File: src/rtl/vga_sync_gen.sv
// Raster timing generator: pixel prescaler, x/y counters, registered sync/blanking.
// Optional macro VGA_SYNC_ALIGN_EN adds a one-pixel delay on hsync/vsync/video_on.
module vga_sync_gen #(
    parameter int H_DISPLAY = 640,
    parameter int H_FP      = 16,
    parameter int H_SYNC    = 96,
    parameter int H_BP      = 48,
    parameter int V_DISPLAY = 480,
    parameter int V_FP      = 10,
    parameter int V_SYNC    = 2,
    parameter int V_BP      = 33,
    parameter int TICK_DIV  = 4
) (
    input  logic       clk,
    input  logic       reset,
    output logic [9:0] x,
    output logic [9:0] y,
    output logic       pixel_tick,
    output logic       hsync,
    output logic       vsync,
    output logic       video_on,
    output logic       frame_start
);
    localparam int H_TOTAL = H_DISPLAY + H_FP + H_SYNC + H_BP;
    localparam int V_TOTAL = V_DISPLAY + V_FP + V_SYNC + V_BP;
    localparam int DIV_W   = (TICK_DIV > 1) ? $clog2(TICK_DIV) : 1;

    localparam logic [9:0]       H_LAST   = 10'(H_TOTAL - 1);
    localparam logic [9:0]       V_LAST   = 10'(V_TOTAL - 1);
    localparam logic [9:0]       H_VIS    = 10'(H_DISPLAY);
    localparam logic [9:0]       V_VIS    = 10'(V_DISPLAY);
    localparam logic [9:0]       HS_FIRST = 10'(H_DISPLAY + H_FP);
    localparam logic [9:0]       HS_LAST  = 10'(H_DISPLAY + H_FP + H_SYNC - 1);
    localparam logic [9:0]       VS_FIRST = 10'(V_DISPLAY + V_FP);
    localparam logic [9:0]       VS_LAST  = 10'(V_DISPLAY + V_FP + V_SYNC - 1);
    localparam logic [DIV_W-1:0] DIV_LAST = DIV_W'(TICK_DIV - 1);

    logic [DIV_W-1:0] div_q, div_d;
    logic [9:0]       x_q, x_d;
    logic [9:0]       y_q, y_d;
    logic             hsync_q, hsync_d;
    logic             vsync_q, vsync_d;
    logic             video_on_q, video_on_d;
    logic             tick;

    assign tick = (div_q == DIV_LAST);

    always_comb begin
        div_d = tick ? '0 : div_q + 1'b1;
        x_d   = x_q;
        y_d   = y_q;
        if (tick) begin
            if (x_q == H_LAST) begin
                x_d = '0;
                y_d = (y_q == V_LAST) ? 10'd0 : y_q + 10'd1;
            end else begin
                x_d = x_q + 10'd1;
            end
        end
    end

    // Decoded from next-state counters so the flops line up with the x/y they describe.
    always_comb begin
        hsync_d    = !((x_d >= HS_FIRST) && (x_d <= HS_LAST));
        vsync_d    = !((y_d >= VS_FIRST) && (y_d <= VS_LAST));
        video_on_d = (x_d < H_VIS) && (y_d < V_VIS);
    end

    always_ff @(posedge clk) begin
        if (reset) begin
            div_q      <= '0;
            x_q        <= '0;
            y_q        <= '0;
            hsync_q    <= 1'b1;
            vsync_q    <= 1'b1;
            video_on_q <= 1'b0;
        end else begin
            div_q      <= div_d;
            x_q        <= x_d;
            y_q        <= y_d;
            hsync_q    <= hsync_d;
            vsync_q    <= vsync_d;
            video_on_q <= video_on_d;
        end
    end

`ifdef VGA_SYNC_ALIGN_EN
    logic hsync_dly_q, hsync_dly_d;
    logic vsync_dly_q, vsync_dly_d;
    logic video_on_dly_q, video_on_dly_d;

    // Holds the previous pixel's decode so it matches the comparator's one-pixel latency.
    always_comb begin
        hsync_dly_d    = tick ? hsync_q    : hsync_dly_q;
        vsync_dly_d    = tick ? vsync_q    : vsync_dly_q;
        video_on_dly_d = tick ? video_on_q : video_on_dly_q;
    end

    always_ff @(posedge clk) begin
        if (reset) begin
            hsync_dly_q    <= 1'b1;
            vsync_dly_q    <= 1'b1;
            video_on_dly_q <= 1'b0;
        end else begin
            hsync_dly_q    <= hsync_dly_d;
            vsync_dly_q    <= vsync_dly_d;
            video_on_dly_q <= video_on_dly_d;
        end
    end

    assign hsync    = hsync_dly_q;
    assign vsync    = vsync_dly_q;
    assign video_on = video_on_dly_q;
`else
    assign hsync    = hsync_q;
    assign vsync    = vsync_q;
    assign video_on = video_on_q;
`endif

    assign x           = x_q;
    assign y           = y_q;
    assign pixel_tick  = tick;
    assign frame_start = tick && (x_q == H_LAST) && (y_q == V_LAST);
endmodule

File: config.mk
export PLATFORM = sky130hd
export DESIGN_NAME = vga_sync_gen
export DESIGN_NICKNAME = d
export VERILOG_FILES = /design/src/rtl/vga_sync_gen.sv
export SDC_FILE = /design/constraint.sdc
export NUM_CORES = 1
export LEC_CHECK = 0
export CAP_MARGIN = 20
export CORE_MARGIN = 1.5
export CORE_UTILIZATION = 58
export CTS_BUF_LIST = sky130_fd_sc_hd__clkbuf_4
export DETAILED_ROUTE_END_ITERATION = 8
export GPL_ROUTABILITY_DRIVEN = 0
export PLACE_DENSITY = 0.95
export SLEW_MARGIN = 0
export SYNTH_ARGS = -nofsm -noshare
export SYNTH_HDL_FRONTEND = slang
export SYNTH_SLANG_ARGS = --single-unit
File: constraint.sdc
create_clock -name clk -period 3.15 [get_ports clk]
set_input_delay 0.63 -clock clk [delete_from_list [all_inputs] [get_ports clk]]
set_output_delay 0.63 -clock clk [all_outputs]
set_load 0.05 [all_outputs]
==> results by group, run 1 <==
Status
  – Status: completed

Job
  – Max Cap Viol: 0

Setup path
  – Setup CP Type: reg2out
  – R2R Path Start: div_q[0]
  – Arr. time, crit path: between 2000 and 2500 ps
  – Worst-case reg-to-reg path depth: 6
  – Worst R2R Setup Slack: 730 ps
  – Max Fanout on Critical Path: 12
  – R2r endpoint: vsync
  – Crit path required time: 2520 ps
  – CP Launch Point: div_q[0]
  – Startpoint class of the critical path: flop
  – Nature of the critical path endpoint: output pin

Synthesis
  – Post-synthesis mux area share: 0
  – Share of synthesized flip-flops with an asynchronous set or reset: 0
  – Main combinational cell family by area after synthesis: simple AND/OR/NAND/NOR gates
  – Adder-Cell Fraction of Synth Area: 0.0326
  – Yosys warns: 0
  – Synth Area in Compound Gates: 0.175
  – Cells after Synth: 180
  – Syn Area/Cell: 8.52 um^2
  – Register area share after synthesis: 0.326
  – Number of synthesized flops with an enable pin: 0
  – Post-Synth XOR/XNOR Area: 0.0571
  – Synth Register Bits: 25
  – Synth Flop Type: dfxtp_1
  – Synth Area in Simple Gates: 0.337
  – Syn_nets: 186
  – Count of cell types in the netlist: 55
  – Mapped Area: roughly 1500 um^2

Layout
  – Fraction of layout cells with a size suffix above 1: 0.0707
  – Area growth syn-to-layout: 16.7%
  – Final nets: 205
  – Antenna cell count: 0
  – Register Area: roughly 500 um^2
  – Multi-input logic area: just over 900 um^2
  – Layout fillers: about 190
  – Final core occ: 0.716

Route
  – Vias per cell: 6.66
  – WL/cell: between 15 and 20 um
  – Via Count: 1519
  – Residual DRC: 0
  – DRT antenna net count: 0
  – Initial DRC Count: 95
  – TritonRoute pass-1 iters: 4
  – Post-Route WL: 3850 um

Placement
  – Post-DP HPWL: 2770 um
  – PortBufs: 26

Power
  – Peak VDD IR: 297 uV
  – Leak: 0.602 nW
  – Power per cell area: 295 nW/um^2

STA
  – Max Freq: 339 MHz
  – TNS Setup: 0 ps
  – Worst-Margin Slew: 530 ps
  – Final worst-path cycle share: 0.937
  – Worst Skew: 2.94 ps
  – Unrepaired setup endpoints after global routing: false
  – Slew HR: 0.643
  – Fin. max-slew vios: 0
  – Setup-failing EPs final: 0
  – Endpoints failing hold: 0
  – Fin crit period: 2950 ps

GRT
  – Largest net degree at the start of global routing: 16
  – First-pass GRT wire length: 6190 um
  – Congestion Overflow GR: 0
  – Vias in the first global route: 1321
  – Total track usage: 0.288
  – Initial antenna violation count: 0

Floorplanning
  – Die height: ~54 um
  – Die Width: 54.4 um
  – Die Area: 2960 um^2
  – Row count: 18
  – IO Pins: 27
  – Starting Density: 0.614
  – Placeable Area: between 2000 and 2500 um^2

Min path
  – Hold path cells: 1
  – Startpoint of the worst hold path: div_q[0]
  – Hold path endpoint: div_q[0]
  – Path type of the worst min-delay path: reg2reg

Clock tree
  – CTS clk-pin slew, worst paths: ~130 ps
  – Post-CTS Setup Inserts: 0
  – Clk_lat worst skew: 330 ps
  – Cts bufs inserted: 3
  – Post-cts gate resize count: 0
  – Sink Count: 25
  – Root buf cell: clkbuf_4
  – TritonCTS clock tree: done
  – CTS HTree Levels: 1
  – Cts hold-fix bufs: 0
  – Buffer levels on the longest clock path: 2
## routing by layer
metal	vias to the layer above	global-route usage	wire length, um
met3	7	0.0328	301
met4	0	0.133	56
met2	93	0.468	1860
li1	711	-	-
met5	-	0	0
met1	708	0.380	1620
## worst max path at each step
stage,slack [ps],end
final,200,frame_start
after global routing,120,frame_start
after CTS,220,frame_start
after detailed placement,600,frame_start
after global placement,770,frame_start
after floorplan,510,frame_start
## layout make-up
type / instances / area share
clock buffer: 4 / 0.0168
timing repair buffer: 28 / 0.159
sequential: 25 / 0.280
multi-input combinational: 137 / 0.515
tap: 30 / 0.0210
inverter: 4 / 0.00839
## cells by family after synthesis
group,after synthesis
compound gates,38
xor+xnor,10
fa+ha+maj,4
buf+inv,18
flops,25
simple gates,85
## cell usage after synthesis, drive strengths merged, types with 2 or more instances
cell,count,share of area
and2,2,0.0082
nor3,12,0.039
ha,4,0.033
a21boi,2,0.0098
nand3,6,0.020
nand4b,2,0.011
dfxtp,25,0.33
o21ai,6,0.020
a21oi,11,0.036
nor4,3,0.012
a211oi,2,0.0098
and3,4,0.016
buf,11,0.055
a2bb2oi,3,0.017
xor2,3,0.017
nand2b,3,0.012
clkbuf,3,0.0082
inv,4,0.0098
or4,3,0.015
nand2,8,0.020
nand4,13,0.061
or3,3,0.012
nor2,13,0.032
nor2b,3,0.012
or2,2,0.0082
xnor2,7,0.040
## where the power goes
part | switching (W) | total [W] | leakage (nW) | internal, W
Combinational | 0.0000268 | 0.0000430 | 0.381 | 0.0000162
Clock | 0.0000984 | 0.000157 | 0.0184 | 0.0000583
Sequential | 0.00000600 | 0.000328 | 0.203 | 0.000322
## layout by cell type (no fill, tap or decap), types with 2 or more instances in the layout
cell              n
xnor2_1           7
nor2b_1           3
inv_1             4
a211oi_1          2
and3_1            4
xor2_1            3
clkdlybuf4s50_1  25
nor2_1           13
nand2_1           8
a2bb2oi_1         3
dfxtp_1          25
nand4_2           2
or4_1             3
o21ai_0           6
and2_1            2
or3_1             3
clkbuf_4          4
buf_4             2
nand4_1          11
nand4b_1          2
nand3_1           6
a21boi_0          2
nor4_1            3
nor3_1           12
a21oi_1          11
nand2b_1          3
ha_1              4
## worst max-delay path, cell delays in order (launching register included)
cell and delay, ps:
dfxtp_1 360, ha_1 380, and2_1 370, and4_1 490, and2_1 250, buf_12 150
## flip-flops by register name, summed over array words and instances (netlist names)
| name | flops |
|---|---|
| vsync | 1 |
| y | 10 |
| x | 10 |
| div_q | 2 |
| video_on | 1 |
| hsync | 1 |
## metrics by stage
| step | setup slack, ps | area (um^2) | instances | total power [W] | hold slack (ps) |
|---|---|---|---|---|---|
| after detailed placement | 602 | 1760 | 224 | 0.000378 | 423 |
| after floorplan | 510 | 1530 | 180 | 0.000367 | 404 |
| final | 200 | 1790 | 228 | 0.000528 | 443 |
| after CTS | 218 | 1790 | 228 | 0.000533 | 442 |
| after global routing | 117 | 1790 | 228 | 0.000544 | 456 |
| after global placement | 770 | 1760 | 224 | 0.000376 | 414 |
(Power assumes the default switching activity.)
==> inputs of run 2 (changes only) <==
--- a/config.mk
+++ b/config.mk
@@ -5,7 +5,6 @@
 export SDC_FILE = /design/constraint.sdc
 export NUM_CORES = 1
 export LEC_CHECK = 0
-export CAP_MARGIN = 20
 export CORE_MARGIN = 1.5
 export CORE_UTILIZATION = 58
 export CTS_BUF_LIST = sky130_fd_sc_hd__clkbuf_4
@@ -16,3 +15,4 @@
 export SYNTH_ARGS = -nofsm -noshare
 export SYNTH_HDL_FRONTEND = slang
 export SYNTH_SLANG_ARGS = --single-unit
+export TNS_END_PERCENT = 5
==> results of run 2 <==
Final layout, timing and power as in run 1 (identical DEF).
==> inputs of run 3 (changes only) <==
--- a/config.mk
+++ b/config.mk
@@ -8,6 +8,7 @@
 export CORE_MARGIN = 1.5
 export CORE_UTILIZATION = 58
 export CTS_BUF_LIST = sky130_fd_sc_hd__clkbuf_4
+export CTS_CLUSTER_DIAMETER = 150
 export DETAILED_ROUTE_END_ITERATION = 8
 export GPL_ROUTABILITY_DRIVEN = 0
 export PLACE_DENSITY = 0.95
==> results of run 3 <==
Final layout, timing and power as in run 1 (identical DEF).
